## src/rtl/eth_tx_tile_pkg.sv

```systemverilog
// Shared types and field layout for the Ethernet TX tile.
// Flit fields are MSB-first; offsets count down from the flit MSB.
package eth_tx_tile_pkg;

    localparam int MAC_W         = 48;
    localparam int ETH_TYPE_W    = 16;
    localparam int PAYLOAD_LEN_W = 16;
    localparam int MSG_LEN_W     = 8;

    localparam int MSG_LEN_OFF     = 0;
    localparam int DST_MAC_OFF     = 0;
    localparam int SRC_MAC_OFF     = DST_MAC_OFF + MAC_W;
    localparam int ETH_TYPE_OFF    = SRC_MAC_OFF + MAC_W;
    localparam int PAYLOAD_LEN_OFF = ETH_TYPE_OFF + ETH_TYPE_W;
    localparam int META_W          = PAYLOAD_LEN_OFF + PAYLOAD_LEN_W;

    typedef enum logic [1:0] {
        READY,
        META,
        HDR_OUT,
        DATA
    } state_e;

    typedef struct packed {
        logic [MSG_LEN_W-1:0] msg_len;
    } hdr_flit_t;

    typedef struct packed {
        logic [MAC_W-1:0]         dst_mac;
        logic [MAC_W-1:0]         src_mac;
        logic [ETH_TYPE_W-1:0]    eth_type;
        logic [PAYLOAD_LEN_W-1:0] payload_len;
    } meta_flit_t;

endpackage

```

## src/rtl/eth_tx_noc_in_datap.sv

```systemverilog
// Field capture, flit counter and trailing pad computation
// for the TX NoC ingress controller.
module eth_tx_noc_in_datap
    import eth_tx_tile_pkg::*;
#(
    parameter int NOC_DATA_W = 512,
    parameter int FLIT_CNT_W = 8,
    parameter int PAD_W      = $clog2(NOC_DATA_W / 8)
) (
    input  logic                  clk,
    input  logic                  rst,
    input  logic                  load_hdr,
    input  logic [FLIT_CNT_W-1:0] msg_len,
    input  logic                  load_meta,
    input  meta_flit_t            meta,
    input  logic                  dec,
    output logic [FLIT_CNT_W-1:0] flits_rem,
    output meta_flit_t            meta_q,
    output logic [PAD_W-1:0]      padbytes_q
);

    localparam int BYTES = NOC_DATA_W / 8;

    logic [PAYLOAD_LEN_W-1:0] tail;
    logic [PAD_W-1:0]         pad_nxt;

    // Bytes left unused in the final flit of the payload.
    always_comb begin
        tail    = meta.payload_len % PAYLOAD_LEN_W'(BYTES);
        pad_nxt = '0;
        if (tail != '0)
            pad_nxt = PAD_W'(PAYLOAD_LEN_W'(BYTES) - tail);
    end

    always_ff @(posedge clk) begin
        if (rst) begin
            flits_rem  <= '0;
            meta_q     <= '0;
            padbytes_q <= '0;
        end else begin
            if (load_hdr)
                flits_rem <= msg_len - FLIT_CNT_W'(1);
            else if (dec)
                flits_rem <= flits_rem - FLIT_CNT_W'(1);
            if (load_meta) begin
                meta_q     <= meta;
                padbytes_q <= pad_nxt;
            end
        end
    end

endmodule

```

## src/rtl/eth_tx_noc_in_ctrl.sv

```systemverilog
// TX tile NoC ingress: header + metadata + data flits in,
// one Ethernet header transaction plus a data stream out.
module eth_tx_noc_in_ctrl
    import eth_tx_tile_pkg::*;
#(
    parameter int NOC_DATA_W = 512,
    parameter int FLIT_CNT_W = 8,
    parameter int PAD_W      = $clog2(NOC_DATA_W / 8)
) (
    input  logic                     clk,
    input  logic                     rst,
    input  logic                     noc0_ctovr_eth_tx_in_val,
    input  logic [NOC_DATA_W-1:0]    noc0_ctovr_eth_tx_in_data,
    output logic                     eth_tx_in_noc0_ctovr_rdy,
    output logic                     eth_tx_in_eth_format_hdr_val,
    output logic [MAC_W-1:0]         eth_tx_in_eth_format_dst_mac,
    output logic [MAC_W-1:0]         eth_tx_in_eth_format_src_mac,
    output logic [ETH_TYPE_W-1:0]    eth_tx_in_eth_format_eth_type,
    output logic [PAYLOAD_LEN_W-1:0] eth_tx_in_eth_format_payload_len,
    input  logic                     eth_format_eth_tx_in_hdr_rdy,
    output logic                     eth_tx_in_eth_format_data_val,
    output logic [NOC_DATA_W-1:0]    eth_tx_in_eth_format_data,
    output logic                     eth_tx_in_eth_format_data_last,
    output logic [PAD_W-1:0]         eth_tx_in_eth_format_data_padbytes,
    input  logic                     eth_format_eth_tx_in_data_rdy
);

    state_e                state;
    meta_flit_t            meta_in;
    meta_flit_t            meta_q;
    logic [FLIT_CNT_W-1:0] msg_len;
    logic [FLIT_CNT_W-1:0] flits_rem;
    logic [PAD_W-1:0]      padbytes_q;
    logic                  noc_rdy;
    logic                  noc_hs;
    logic                  last;
    logic                  load_hdr;
    logic                  load_meta;
    logic                  dec;

    assign meta_in = meta_flit_t'(noc0_ctovr_eth_tx_in_data[NOC_DATA_W-1 -: META_W]);
    assign msg_len = noc0_ctovr_eth_tx_in_data[NOC_DATA_W-1 -: FLIT_CNT_W];

    always_comb begin
        noc_rdy = 1'b0;
        unique case (state)
            READY:   noc_rdy = 1'b1;
            META:    noc_rdy = 1'b1;
            HDR_OUT: noc_rdy = 1'b0;
            DATA:    noc_rdy = eth_format_eth_tx_in_data_rdy;
        endcase
        if (rst)
            noc_rdy = 1'b0;
    end

    assign noc_hs    = noc0_ctovr_eth_tx_in_val && noc_rdy;
    assign last      = (state == DATA) && (flits_rem == FLIT_CNT_W'(1));
    // A zero-length header is swallowed without touching the counter.
    assign load_hdr  = (state == READY) && noc_hs && (msg_len != '0);
    assign load_meta = (state == META) && noc_hs;
    assign dec       = (state == DATA) && noc_hs;

    always_ff @(posedge clk) begin
        if (rst) begin
            state <= READY;
        end else begin
            unique case (state)
                READY:   if (load_hdr) state <= META;
                META:    if (noc_hs) state <= HDR_OUT;
                HDR_OUT: if (eth_format_eth_tx_in_hdr_rdy)
                             state <= (flits_rem != '0) ? DATA : READY;
                DATA:    if (noc_hs && last) state <= READY;
            endcase
        end
    end

    eth_tx_noc_in_datap #(
        .NOC_DATA_W (NOC_DATA_W),
        .FLIT_CNT_W (FLIT_CNT_W),
        .PAD_W      (PAD_W)
    ) u_datap (
        .clk        (clk),
        .rst        (rst),
        .load_hdr   (load_hdr),
        .msg_len    (msg_len),
        .load_meta  (load_meta),
        .meta       (meta_in),
        .dec        (dec),
        .flits_rem  (flits_rem),
        .meta_q     (meta_q),
        .padbytes_q (padbytes_q)
    );

    assign eth_tx_in_noc0_ctovr_rdy           = noc_rdy;
    assign eth_tx_in_eth_format_hdr_val       = !rst && (state == HDR_OUT);
    assign eth_tx_in_eth_format_dst_mac       = meta_q.dst_mac;
    assign eth_tx_in_eth_format_src_mac       = meta_q.src_mac;
    assign eth_tx_in_eth_format_eth_type      = meta_q.eth_type;
    assign eth_tx_in_eth_format_payload_len   = meta_q.payload_len;
    assign eth_tx_in_eth_format_data_val      = !rst && (state == DATA)
                                                && noc0_ctovr_eth_tx_in_val;
    assign eth_tx_in_eth_format_data          = noc0_ctovr_eth_tx_in_data;
    assign eth_tx_in_eth_format_data_last     = last;
    assign eth_tx_in_eth_format_data_padbytes = last ? padbytes_q : '0;

endmodule

```

## config.mk

```make
export PLATFORM = sky130hd
export DESIGN_NAME = eth_tx_noc_in_ctrl
export DESIGN_NICKNAME = d
export VERILOG_FILES = /design/src/rtl/eth_tx_tile_pkg.sv /design/src/rtl/eth_tx_noc_in_datap.sv /design/src/rtl/eth_tx_noc_in_ctrl.sv
export SDC_FILE = /design/constraint.sdc
export NUM_CORES = 1
export LEC_CHECK = 0
export BUFFER_PORTS_ARGS = -buffer_cell sky130_fd_sc_hd__buf_4
export CAP_MARGIN = 20
export CORE_AREA = 2 2 452 454
export DETAILED_ROUTE_END_ITERATION = 16
export DIE_AREA = 0 0 454 456
export PLACE_DENSITY_LB_ADDON = 0.3
export SYNTH_ARGS = -nofsm -noshare
export SYNTH_HDL_FRONTEND = slang
export SYNTH_SLANG_ARGS = --single-unit
```

## constraint.sdc

```tcl
create_clock -name clk -period 2.4 [get_ports clk]
set_clock_uncertainty 0.2 [all_clocks]
set_input_delay 0.48 -clock clk [delete_from_list [all_inputs] [get_ports clk]]
set_output_delay 0.48 -clock clk [all_outputs]
set_load 0.02 [all_outputs]
```

# Word-level counts from Yosys, hierarchy flattened
# Index checks and enable logic that the tools add are counted.
# word_totals
reg_bits	144
latchBits	0
ramBits	0
mem_bits_ro	0
output_inout_bits	650
mem_count	0
# op_classes
add_sub_neg	3
n_mul	0
div	0
n_lt_le_gt_ge	0
n_eq_ne	8
n_shift	0
mux	12
bitwise_logic	0
reduce_logical	18
# op_table
cell	n
$mux W8	2
$reduce_bool A16 Y1	1
$reduce_bool A8 Y1	2
$sub A8 B1 Y8 const B	2
$mux W6	2
$logic_and A1 B1 Y1	10
$mux W2	5
$eq A8 B1 Y1 const B	1
$pmux W2 S4	1
$ne A2 B2 Y1 const B	3
$sub A1 B6 Y6 const A	1
$eq A2 B2 Y1 const B	2
$reduce_and A4 Y1	1
$pmux W1 S3	1
$eq A2 B1 Y1 const B	1
$logic_not A2 Y1	1
$ne A2 B1 Y1 const B	1
$reduce_bool A2 Y1	1
$reduce_or A2 Y1	1
$logic_not A1 Y1	1
$mux W1	1

# Logic depth before layout (Yosys ltp)
# depth
ltp_word	9
depth_mapped	7

# Cells and area by module
# A second synthesis with hierarchy kept.
# hier_totals
cells_unflattened	1061
hier_area_um2	9480.3
# modules_own_cells
module	instances	cells_each	area_per_inst_um2
eth_tx_noc_in_datap	1	514	5333.9
eth_tx_noc_in_ctrl	1	547	4146.5

# Least setup slack after synthesis
# No wires, ideal clock.
# synth_timing
path_kind	register to output
start	reg u_datap.flits_rem[4]
end	out eth_tx_in_eth_format_data_padbytes[0]
t_arrival_ps	1855
slack_ps	-135
path_stages_with_launch	5
path_buffers	0
path_cell_list	dfxtp_1 -> or3_1 -> or4_1 -> nor2_1 -> and2_1
# synth_via
elab_chain_len	3
# synth_lines
item	line	rtl
start: declaration	eth_tx_noc_in_datap.sv:17	output logic [FLIT_CNT_W-1:0] flits_rem,
start signal: assignment	eth_tx_noc_in_datap.sv:42	flits_rem <= msg_len - FLIT_CNT_W'(1);
start signal: assignment	eth_tx_noc_in_datap.sv:44	flits_rem <= flits_rem - FLIT_CNT_W'(1);
$eq A8 B1 Y1	eth_tx_noc_in_ctrl.sv:57	assign last = (state == DATA) && (flits_rem == FLIT_CNT_W'(1));
$logic_and A1 B1 Y1	eth_tx_noc_in_ctrl.sv:57	
via eth_tx_in_eth_format_data_last	eth_tx_noc_in_ctrl.sv:23	output logic eth_tx_in_eth_format_data_last,
$mux W6	eth_tx_noc_in_ctrl.sv:104	assign eth_tx_in_eth_format_data_padbytes = last ? padbytes_q : '0;
end: declaration	eth_tx_noc_in_ctrl.sv:24	output logic [PAD_W-1:0] eth_tx_in_eth_format_data_padbytes,
# The timed path passes the listed nets, and every way through them passes these cells.

# Worst setup path in the final report
# layout_timing
start	reg u_datap.flits_rem[4]
end	out eth_tx_in_eth_format_data_padbytes[4]
# layout_via
elab_chain_len	3
# layout_lines
item	line
$eq A8 B1 Y1	eth_tx_noc_in_ctrl.sv:57
$logic_and A1 B1 Y1	eth_tx_noc_in_ctrl.sv:57
$mux W6	eth_tx_noc_in_ctrl.sv:104
# Every way passes these cells.

==> flow_metrics.py <==
metrics = {
    "clock_tree": {
        "clockRootBuffer": "clkbuf_16",
        "clkSinkCount": 144,
        "cts_tree": "yes",
        "clk_latency_ns": 0.55,
        "numCtsBuffers": 17,
        "h-tree-depth": 4,
        "clkSlewWorstSetupHoldPaths_ns": 0.08,
        "clockBufferDepth": 2,
    },
    "layout": {
        "stdcell_count": 3930,
        "final_common_cell": "buf_4",
        "mostFrequentLayoutCells": "buf_4 (423), nand2_1 (262), dfxtp_1 (143), a21oi_1 (137), dlygate4sd3_1 (112)",
        "finalInstanceArea_sq_um": 13900,
        "synthToLayoutAreaGrowth_pct": 48.0,
        "drive_gt1_share_pct": 39.6,
        "final_nets": 1745,
        "fin_util_pct": 6.90,
    },
    "sta": {
        "max_freq_mhz": 349,
        "tightest_slew_ns": 0.986,
        "hold_violations": 0,
        "final.min_clock_period_ns": 2.86,
        "grt_setup_unrepaired": "yes",
        "slew_headroom_pct": 34.3,
        "setup_ws_ns": -0.464,
        "slew_viol_final": 0,
        "finalCritPeriodShare_pct": 119,
        "finalSetupViolations": 7,
        "fin_tns_setup_ns": -3.13,
    },
    "pwr": {
        "p_sw_share_pct": 36.0,
        "comb_power_share_pct": 20.9,
        "p_total_mw": 7.03,
        "leakagePower_nw": 4.74,
        "p_seq_share_pct": 35.6,
        "powerDensity_nw_per_um2": 505,
        "p_switching_mw": 2.53,
        "p_int_mw": 4.50,
        "peakVddDrop_mv": 0.628,
        "pwr-share-clk_pct": 43.5,
    },
    "route": {
        "ant_nets": 0,
        "vias": 8226,
        "drt-pass1-iter-count": 4,
        "vias_per_cell": 2.09,
        "drt_wl_total_mm": 100,
        "drc": 0,
        "detail_route.wl_per_cell_microns": 25.5,
        "drt-initial-drc-count": 519,
    },
    "global_routing": {
        "antenna_found_initial": 74,
        "grt_max_degree": 74,
        "grt_overflow": 0,
        "grt_pass1_vias": 7702,
        "grt_pass1_wl_mm": 118,
        "grt_util_all_layers_pct": 9.35,
    },
    "critical_path": {
        "required_ns": 1.72,
        "cp_max_fo": 6,
        "arrival_ns": 2.18,
        "path_class": "flop to primary output",
        "setup.worst_path.end_class": "primary output",
        "startpoint_type": "flop",
    },
    "synthesis": {
        "synth_xor_area_share_pct": 1.03,
        "synth_seq_cells": 144,
        "yosysUniqueCellTypes": 52,
        "syn_nets": 1738,
        "syn_area_per_cell_sq_um": 7.73,
        "synthCells": 1216,
        "yosysTopAreaCell": "buf_4",
        "yosys_warnings": 0,
        "synthArstFlopShare_pct": 0,
        "synth_top_area_share_pct": 41.0,
        "ys.flop_type": "dfxtp_1",
        "synth_top_family_by_area": "buffers and inverters",
        "synth-seq-area-share_pct": 30.7,
        "yosys.area_share.simple_pct": 14.4,
        "synth-compound-area-share_pct": 9.66,
        "syn_area_sq_um": 9400,
        "yosys-top-cells-area": "buf_4 (41%), dfxtp_1 (31%), nand2_1 (10%)",
        "synth_fa_ha_area_share_pct": 0.666,
        "synth_edf_count": 0,
        "muxShareOfSynthArea_pct": 0,
    },
    "outcome": {
        "violations": "setup timing",
        "status": "finished with violations",
    },
    "floorplan": {
        "floorplan.initialDensity_pct": 4.66,
        "core_area_sq_um": 202000,
        "die_w_microns": 454,
        "io_pins": 1167,
        "row_count": 165,
        "die_height_microns": 456,
        "die_area_sq_um": 207000,
    },
    "place": {
        "port_buffers": 398,
        "place_inst": 3762,
        "dp_hpwl_mm": 88.0,
        "place_congestion": 0.859,
        "place_area_sq_um": 12100,
    },
    "job": {
        "drv_cap": 0,
    },
    "hold_path": {
        "hold_class": "input port to flop",
    },
}
[metrics by stage]
step           worst slack (ns)  hold slack (ns)
2_1_floorplan            0.0635            0.227
3_3_place_gp            -0.0580            0.243
3_5_place_dp            -0.0376            0.247
4_1_cts                  -0.574          0.00891
5_1_grt                  -0.559           0.0396
6_report                 -0.464           0.0607
[power by group through the flow]
stage | Clock [mW] | Combinational [mW] | Sequential, mW
5_1_grt | 3.28 | 1.56 | 2.51
4_1_cts | 3.25 | 1.51 | 2.51
6_report | 3.06 | 1.47 | 2.51
3_5_place_dp | 0 | 1.26 | 2.56
3_3_place_gp | 0 | 1.26 | 2.56
2_1_floorplan | 0 | 1.51 | 2.62
[cells in the mapped netlist, drive strengths merged (2+ instances only)]
library cell,n
a31oi,4
nor3b,2
or3,3
a21oi,137
inv,11
nand2b,3
nor2,13
nand2,262
or2,2
o211ai,2
nor2b,2
o31ai,4
nor4b,3
clkbuf,34
nand3,4
dfxtp,144
ha,5
o21ai,7
a211oi,4
and2,10
xnor2,4
or4,3
xor2,7
buf,526
[state kept, by name, indices dropped and copies added, names as in the netlist]
name and count:
u_datap.meta_q 128, u_datap.flits_rem 8, u_datap.padbytes_q 6, state 2
[per-layer routing]
| metal | wire, microns | GRT usage (%) |
|---|---|---|
| met1 | 25700 | 6.88 |
| met2 | 42100 | 13.5 |
| met3 | 25700 | 11.3 |
| met4 | 5270 | 4.90 |
| met5 | 1460 | 4.20 |
[area by class of cell]
class	instances	area [sq um]
Fill cell	23700	188000
Timing Repair Buffer	549	4510
Tap cell	2672	3340
Sequential cell	144	2880
Multi-Input combinational cell	500	2470
Clock buffer	17	425
Clock inverter	15	186
Antenna cell	22	55.1
Inverter	11	41.3
[what timing repair did]
item | CTS | global route
hold buffers | 112 | 0
resized for setup | 12 | 3
setup endpoints to repair | 7 | 7
pin swaps | 1 | 0
hold endpoints to repair | 112 | 0
setup buffers | 2 | 0
[logic make-up (layout without fill, tap and decap cells)]
kind of cell,count (synthesis),after routing
other,0,22
xor gates and xnor gates,11,11
and+or+nand+nor,319,319
DFF,144,144
adders and majority gates,5,5
buffers and inverters,572,592
AOI/OAI and AO/OA,165,165
[critical path: stages (launching register included)]
cell	delay, ns
dfxtp_2	0.32
or3_4	0.38
or4_4	0.44
nor2_4	0.13
buf_12	0.13
and2_4	0.14
buf_6	0.11
[path summary, 6_finish.rpt]
path,startpoint,endpoint,slack [ns],cells after the start
hold / removal,noc0_ctovr_eth_tx_in_data[470],u_datap.meta_q[86],0.06,3
setup reg to reg,state[1],u_datap.flits_rem[5],0.21,5
hold reg to reg,u_datap.meta_q[61],u_datap.meta_q[61],0.25,2
setup / recovery,u_datap.flits_rem[4],eth_tx_in_eth_format_data_padbytes[4],-0.46,6
Power figures use the tool's default switching activity.
